[config.mk]
export PLATFORM = sky130hd
export DESIGN_NAME = dffram_nibble_seq
export DESIGN_NICKNAME = d
export VERILOG_FILES = /design/src/rtl/dffram_seq_pkg.sv /design/src/rtl/dffram_nibble_rd_seq.sv /design/src/rtl/dffram_nibble_seq.sv
export SDC_FILE = /design/constraint.sdc
export NUM_CORES = 1
export LEC_CHECK = 0
export CORE_MARGIN = 5
export CORE_UTILIZATION = 47
export DETAILED_ROUTE_END_ITERATION = 10
export GPL_TIMING_DRIVEN = 0
export PLACE_DENSITY = 0.85
export SLEW_MARGIN = 20
export SYNTH_ARGS = -nofsm -noshare
export SYNTH_HDL_FRONTEND = slang
export SYNTH_HIERARCHICAL = 1
export SYNTH_SLANG_ARGS = --single-unit
export TNS_END_PERCENT = 30
[constraint.sdc]
create_clock -name clk -period 2.6 [get_ports clk]
set_clock_uncertainty 0.15 [all_clocks]
set_input_delay 0.65 -clock clk [delete_from_list [all_inputs] [get_ports clk]]
set_output_delay 0.65 -clock clk [all_outputs]
set_load 0.05 [all_outputs]
[src/rtl/dffram_seq_pkg.sv]
// dffram_seq_pkg: shared state encoding, widths and nibble-select constants for the nibble DFFRAM sequencer
package dffram_seq_pkg;
   typedef enum logic [2:0] {IDLE, W_LO, W_HI, R_WAIT, R_HI, R_LO, RESP} seq_state_t;
   localparam int NIB_W = 4;
   localparam int BYTE_W = 2 * NIB_W;
   localparam logic LOHI_WR_LO = 1'b1;
   localparam logic LOHI_RD_HI = 1'b1;
endpackage

[src/rtl/dffram_nibble_rd_seq.sv]
// dffram_nibble_rd_seq: two-beat nibble read sequence (high nibble first) producing one byte per request
module dffram_nibble_rd_seq
   import dffram_seq_pkg::*;
#(
   parameter int AWIDTH = 4,
   parameter int DWIDTH = NIB_W,
   parameter int RD_LAT = 0
) (
   input  logic                clk,
   input  logic                rst,
   input  logic                start,
   input  logic [AWIDTH-1:0]   addr,
   input  logic [DWIDTH-1:0]   ram_rdata,
   output logic                idle,
   output logic [AWIDTH-1:0]   ram_addr,
   output logic                ram_lohi,
   output logic                rvalid,
   output logic [2*DWIDTH-1:0] rdata
);
   seq_state_t state, state_nx;
   logic [DWIDTH-1:0] hi_nib;
   always_comb begin
      state_nx = state;
      case (state)
         IDLE:    state_nx = start ? (RD_LAT > 0 ? R_WAIT : R_HI) : IDLE;
         R_WAIT:  state_nx = R_HI;
         R_HI:    state_nx = R_LO;
         R_LO:    state_nx = RESP;
         default: state_nx = IDLE;
      endcase
   end
   // A buffered RAM shows the select one cycle late, so lohi drops on entry to R_HI rather than R_LO
   always_ff @(posedge clk) begin
      if (rst) begin
         state    <= IDLE;
         ram_addr <= '0;
         ram_lohi <= 1'b0;
         hi_nib   <= '0;
         rdata    <= '0;
      end else begin
         state    <= state_nx;
         if (state == IDLE && start) ram_addr <= addr;
         ram_lohi <= (state_nx == R_WAIT || (state_nx == R_HI && RD_LAT == 0)) ? LOHI_RD_HI : ~LOHI_RD_HI;
         if (state == R_HI) hi_nib <= ram_rdata;
         if (state == R_LO) rdata <= {hi_nib, ram_rdata};
      end
   end
   assign idle   = state == IDLE;
   assign rvalid = state == RESP;
endmodule

[src/rtl/dffram_nibble_seq.sv]
// dffram_nibble_seq: byte-wide host ports A (read/write) and B (read) sequenced onto the 2R1W nibble DFFRAM
module dffram_nibble_seq
   import dffram_seq_pkg::*;
#(
   parameter int AWIDTH = 4,
   parameter int DWIDTH = NIB_W,
   parameter int RD_LAT = 0
) (
   input  logic                clk,
   input  logic                rst,
   input  logic                a_valid,
   output logic                a_ready,
   input  logic                a_we,
   input  logic [AWIDTH-1:0]   a_addr,
   input  logic [2*DWIDTH-1:0] a_wdata,
   output logic                a_rvalid,
   output logic [2*DWIDTH-1:0] a_rdata,
   input  logic                b_valid,
   output logic                b_ready,
   input  logic [AWIDTH-1:0]   b_addr,
   output logic                b_rvalid,
   output logic [2*DWIDTH-1:0] b_rdata,
   output logic [AWIDTH-1:0]   ram_addr_a,
   output logic [DWIDTH-1:0]   ram_wdata_a,
   output logic                ram_lohi_a,
   output logic                ram_w_en,
   input  logic [DWIDTH-1:0]   ram_rdata_a,
   output logic [AWIDTH-1:0]   ram_addr_b,
   output logic                ram_lohi_b,
   input  logic [DWIDTH-1:0]   ram_rdata_b
);
   seq_state_t w_state, w_state_nx;
   logic a_rd_idle, b_idle, a_acc, hazard, w_lohi, a_rd_lohi;
   logic [AWIDTH-1:0] w_addr, a_rd_addr;
   logic [DWIDTH-1:0] w_hi;
   assign a_ready = a_rd_idle && w_state == IDLE;
   assign a_acc   = a_valid && a_ready;
   assign hazard  = w_state != IDLE && w_addr == b_addr;
   assign b_ready = b_idle && !hazard;
   always_comb w_state_nx = w_state == W_LO ? W_HI : (w_state == IDLE && a_acc && a_we) ? W_LO : IDLE;
   // The low nibble goes out on the accept edge straight from a_wdata; only the high nibble needs holding
   always_ff @(posedge clk) begin
      if (rst) begin
         w_state     <= IDLE;
         w_addr      <= '0;
         w_hi        <= '0;
         ram_w_en    <= 1'b0;
         ram_wdata_a <= '0;
         w_lohi      <= 1'b0;
      end else begin
         w_state     <= w_state_nx;
         if (a_acc && a_we) begin
            w_addr <= a_addr;
            w_hi   <= a_wdata[2*DWIDTH-1:DWIDTH];
         end
         ram_w_en    <= w_state_nx != IDLE;
         ram_wdata_a <= w_state_nx == W_LO ? a_wdata[DWIDTH-1:0] : w_state_nx == W_HI ? w_hi : '0;
         w_lohi      <= w_state_nx == W_LO ? LOHI_WR_LO : ~LOHI_WR_LO;
      end
   end
   // Read and write selects are each zero while their sequence is idle, so OR-ing them is glitch-free
   assign ram_addr_a = w_state != IDLE ? w_addr : a_rd_addr;
   assign ram_lohi_a = w_lohi | a_rd_lohi;
   dffram_nibble_rd_seq #(.AWIDTH(AWIDTH), .DWIDTH(DWIDTH), .RD_LAT(RD_LAT)) u_rd_a (
      .clk       (clk),
      .rst       (rst),
      .start     (a_acc && !a_we),
      .addr      (a_addr),
      .ram_rdata (ram_rdata_a),
      .idle      (a_rd_idle),
      .ram_addr  (a_rd_addr),
      .ram_lohi  (a_rd_lohi),
      .rvalid    (a_rvalid),
      .rdata     (a_rdata)
   );
   dffram_nibble_rd_seq #(.AWIDTH(AWIDTH), .DWIDTH(DWIDTH), .RD_LAT(RD_LAT)) u_rd_b (
      .clk       (clk),
      .rst       (rst),
      .start     (b_valid && b_ready),
      .addr      (b_addr),
      .ram_rdata (ram_rdata_b),
      .idle      (b_idle),
      .ram_addr  (ram_addr_b),
      .ram_lohi  (ram_lohi_b),
      .rvalid    (b_rvalid),
      .rdata     (b_rdata)
   );
endmodule
# == Word level (Yosys, flattened, before mapping) ==
# Cells that the tools add are included.
# word_totals
reg_bits,57
latchBits,0
ramBits,0
mem_bits_ro,0
in_bits,29
output_inout_bits,35
mem_count,0
# classes
n_addsub,0
mul,0
div,0
magnitude_cmp,0
eq_ne,16
n_shift,0
n_mux,12
n_bitwise,1
n_reduce_logical,20
# ops
operator,n
"3-bit equality test, second input constant",8
3-bit case mux with 4 select lines,2
"3-bit by 2-bit equality test with 1-bit output, second input constant",4
4-bit two-way mux,3
1-bit logical AND,11
3-bit zero test,3
3-bit two-way mux,2
3-bit nonzero test,2
4-bit equality test,1
1-bit two-way mux,4
"3-bit by 1-bit equality test with 1-bit output, second input constant",1
"2-bit by 1-bit equality test with 1-bit output, second input constant",1
"2-bit equality test, second input constant",1
1-bit zero test,2
1-bit logical OR,2
2-bit two-way mux,1
1-bit bitwise OR,1

# == Depth between registers and ports, before layout ==
# depth
word_depth,10
mapped_depth,8
depth_no_buf,6

# == Cells and area by module ==
# Netlist, hierarchy kept.
# by_module_without_submodules
module,n_inst,cells_each,area_per_inst_um2,seq_area_each_um2
dffram_nibble_rd_seq,2,82,764.5,400.4
dffram_nibble_seq,1,68,670.6,300.3

# == Least setup slack after synthesis ==
# OpenSTA, ideal clock, no wires.
# synth_path
kind,in2out
start,input port b_addr[3]
end,output port b_ready
arrival_ns,1.288
setup_slack_ns,0.512
cell_stages,3
n_path_buf,0
path_cell_list,xnor2_1 nand3_1 o31a_1
# synth_via
elab_chain_cells,4
# synth_lines
item,line,rtl
start: declaration,dffram_nibble_seq.sv:20,"input logic [AWIDTH-1:0] b_addr,"
4-bit equality test,dffram_nibble_seq.sv:38,assign hazard = w_state != IDLE && w_addr == b_addr;
1-bit logical AND,dffram_nibble_seq.sv:38,
1-bit zero test,dffram_nibble_seq.sv:39,assign b_ready = b_idle && !hazard;
1-bit logical AND,dffram_nibble_seq.sv:39,
end: declaration,dffram_nibble_seq.sv:19,"output logic b_ready,"
# No other way between the ends.

# == Final worst setup path ==
# layout_path
start,input port b_addr[0]
end,output port b_ready
# The elaborated chain is that of the path after synthesis.

==> flow_summary.yaml <==
synthesis:
  synth_area_sq_mm: 0.00220
  ys_seq_area_share_pct: 50.1
  yosys_warnings: 6
  synth-seq-cells: 55
  synth_edf_count: 0
  synth_async_sr_flop_share_pct: 0
  synth.avg_cell_area_sq_um: 9.48
  synth.area.top_cells: "dfxtp_1 (50%), mux2i_1 (7.3%), nand2_1 (6.1%)"
  syn_nets: 261
  syn-instance-count: 232
  synth_top_cell_area_share_pct: 50.1
  yosysMostFrequentCell: "dfxtp_1"
  ys.flop_type: "dfxtp_1"
  ys_types: 34
  yosysTopAreaCell: "dfxtp_1"
  synth_commonest_cells: "dfxtp_1 (55), nand2_1 (36), a21oi_1 (26), nor2_1 (22), mux2i_1 (16)"
routing:
  dr.pass1.iters: 4
  vias: 1811
  ant_nets: 0
  drt-wirelength-per-cell_um: 14.3
  via_per_inst: 5.12
  wl_mm: 5.05
  drtIter0Drc: 133
  drc: 0
global_route:
  grt_max_degree: 16
  antenna_found_initial: 0
  grtUsageTotal_pct: 16.8
  grt_pass1_vias: 1722
  grt_pass1_wl_mm: 8.22
  grt_overflow: 0
timing:
  fin_crit_sh_pct: 98.0
  fmax_mhz: 393
  rsz0062_at_grt: "true"
  relSlewSlack_pct: 64.9
  worst-slew-pin-transition_ns: 0.525
  finalMaxSlewViolations: 0
  finalCriticalPeriod_ns: 2.55
  hold_viol_final: 0
  setup_violations: 0
clocking:
  cts_tree: "done"
  clockRootBuffer: "clkbuf_8"
  cts_max_level: 2
  insertion_delay_ns: 0.30
  numCtsBuffers: 5
  cts_setup_buffers: 0
  cts_buffer_depth: 2
  cts.clk_slew.worst_paths_ns: 0.08
  cts_sinks: 55
layout:
  drive_gt1_share_pct: 10.9
  syn_to_final_growth_pct: 36.5
  design_area_sq_mm: 0.00300
  nets: 330
  antenna_cells: 0
  stdcell_count: 354
setup_path:
  endpoint_kind: "primary output"
  cp_slowest_stage_delay_ns: 0.46
  cp-start-kind: "input pin"
  slowest_stage: "clkdlybuf4s50_1"
  worst_ep_required_time_ns: 1.80
  critPathArrivalTime_ns: 1.75
  path_class: "input pin to primary output"
  path_delay_family: "buffers and inverters"
  critPathBufInv: 2
  cp_max_fo: 2
  worstPathCellList: "clkdlybuf4s50_1, xor2_1, o31a_1, buf_6"
status:
  status: "finished clean"
die:
  fp-row-count: 24
  fp.dieH_um: 78.4
  coreArea_sq_mm: 0.00444
  floorplan.die_area_sq_mm: 0.00615
  start_util_pct: 49.5
  die_w_um: 78.4
  ios: 64
min_path:
  hp-class: "register to register"
place:
  place.gp.congestion: 0.795
  placed_area_sq_mm: 0.00289
  placed_cells: 346
  hpwl_mm: 3.81
  io_buffers: 62
power_and_ir_drop:
  powerDensity_mw_per_mm2: 583
  ir_drop_v: 0.000410
  cellLeakagePower_nw: 1.18
run:
  maxCapViolCount: 0
## area by class of cell
class                   instances  area (sq um)
fillers                       369          1440
flip-flops and latches         55          1100
multi-input cells             158           988
repair buffers                 62           629
plain buffers                  16           106
clock buffers                   8           100
well taps                      52          65.1
inverters                       3          11.3
## logic make-up (layout without fill, tap and decap cells)
family / count (synthesis) / after routing / share of synthesized area (%)
buffers and inverters: 19 / 89 / 5.35
xor gates and xnor gates: 4 / 4 / 1.59
muxes: 20 / 20 / 9.33
and+or+nand+nor: 90 / 90 / 22.1
DFF: 55 / 55 / 50.1
AOI/OAI and AO/OA: 44 / 44 / 11.5
## registers in the layout, summed over array words and instances (netlist names)
signal	flops
u_rd_a/ram_addr	4
u_rd_b/state	3
w_state	2
u_rd_b/hi_nib	4
u_rd_a/hi_nib	4
u_rd_b/ram_lohi	1
ram_w_en	1
ram_wdata_a	4
u_rd_a/rdata	8
u_rd_b/ram_addr	4
w_addr	4
u_rd_a/ram_lohi	1
u_rd_a/state	3
u_rd_b/rdata	8
w_hi	4
## final timing paths
kind / start / to / slack (ns) / cells after the start
max: b_addr[0] / b_ready / 0.05 / 4
min: u_rd_a/hi_nib[1] / u_rd_a/rdata[5] / 0.30 / 2
max reg2reg: u_rd_a/state[1] / u_rd_a/ram_addr[2] / 0.36 / 8
min reg2reg: u_rd_a/hi_nib[1] / u_rd_a/rdata[5] / 0.30 / 2
## what timing repair did
action,in CTS,in global routing
pin swaps,0,1
setup endpoints to repair,6,8
resized for setup,9,12
hold buffers,0,0
## metal layers
layer / global-route usage [%] / wire, um
met5: 0 / 0
met4: 5.59 / 63
met3: 4.12 / 207
met2: 28.5 / 2510
met1: 20.9 / 2270
## cells in the final DEF, fill, tap and decap left out
| cell | count |
|---|---|
| a211oi_1 | 2 |
| a21oi_1 | 26 |
| a22o_1 | 4 |
| and2_1 | 1 |
| and3_1 | 2 |
| and3b_1 | 2 |
| and4bb_2 | 1 |
| buf_2 | 4 |
| buf_4 | 5 |
| buf_6 | 4 |
| clkbuf_1 | 5 |
| clkbuf_8 | 7 |
| clkdlybuf4s15_1 | 1 |
| clkdlybuf4s50_1 | 51 |
| dfxtp_1 | 55 |
| dlygate4sd2_1 | 4 |
| dlymetal6s2s_1 | 5 |
| inv_1 | 3 |
| mux2_2 | 4 |
| mux2i_1 | 16 |
| nand2_1 | 36 |
| nand3_1 | 9 |
| nand3b_1 | 2 |
| nand4bb_1 | 1 |
| nor2_1 | 21 |
| nor2_4 | 1 |
| nor2b_1 | 2 |
| nor3_1 | 2 |
| nor3_4 | 1 |
| nor3b_2 | 3 |
| nor4b_4 | 2 |
| o21ai_0 | 8 |
| o311a_1 | 1 |
| o31a_1 | 1 |
| o31ai_1 | 2 |
| or2_1 | 1 |
| or2_2 | 1 |
| or3_1 | 2 |
| xnor2_1 | 3 |
| xor2_1 | 1 |
## through the flow
step	hold WS, ns	utilization [%]	power, W	TNS (ns)	setup WS (ns)
after floorplan	0.281	-	0.00115	0	0.512
after detailed placement	0.295	64.9	0.00127	-0.872	-0.580
after global routing	0.324	67.5	0.00183	-0.0149	-0.0149
after global placement	0.287	64.9	0.00127	-0.833	-0.587
final	0.304	67.5	0.00175	0	0.0528
after CTS	0.308	67.1	0.00176	-0.212	-0.212
## where the power goes
group | internal (W) | switching, W | total [W]
Clock | 0.000243 | 0.000255 | 0.000499
Sequential | 0.000880 | 0.0000188 | 0.000898
Combinational | 0.000152 | 0.000201 | 0.000352
Total | 0.00127 | 0.000475 | 0.00175
## worst register-to-register path, delay by kind of cell, from the launching register on
kind,cells,cell delay [ns]
buffers and inverters,2,0.33
flip-flops,1,0.31
multiplexers,1,0.25
AND/OR/NAND/NOR,5,1.08
(Power assumes the default switching activity.)
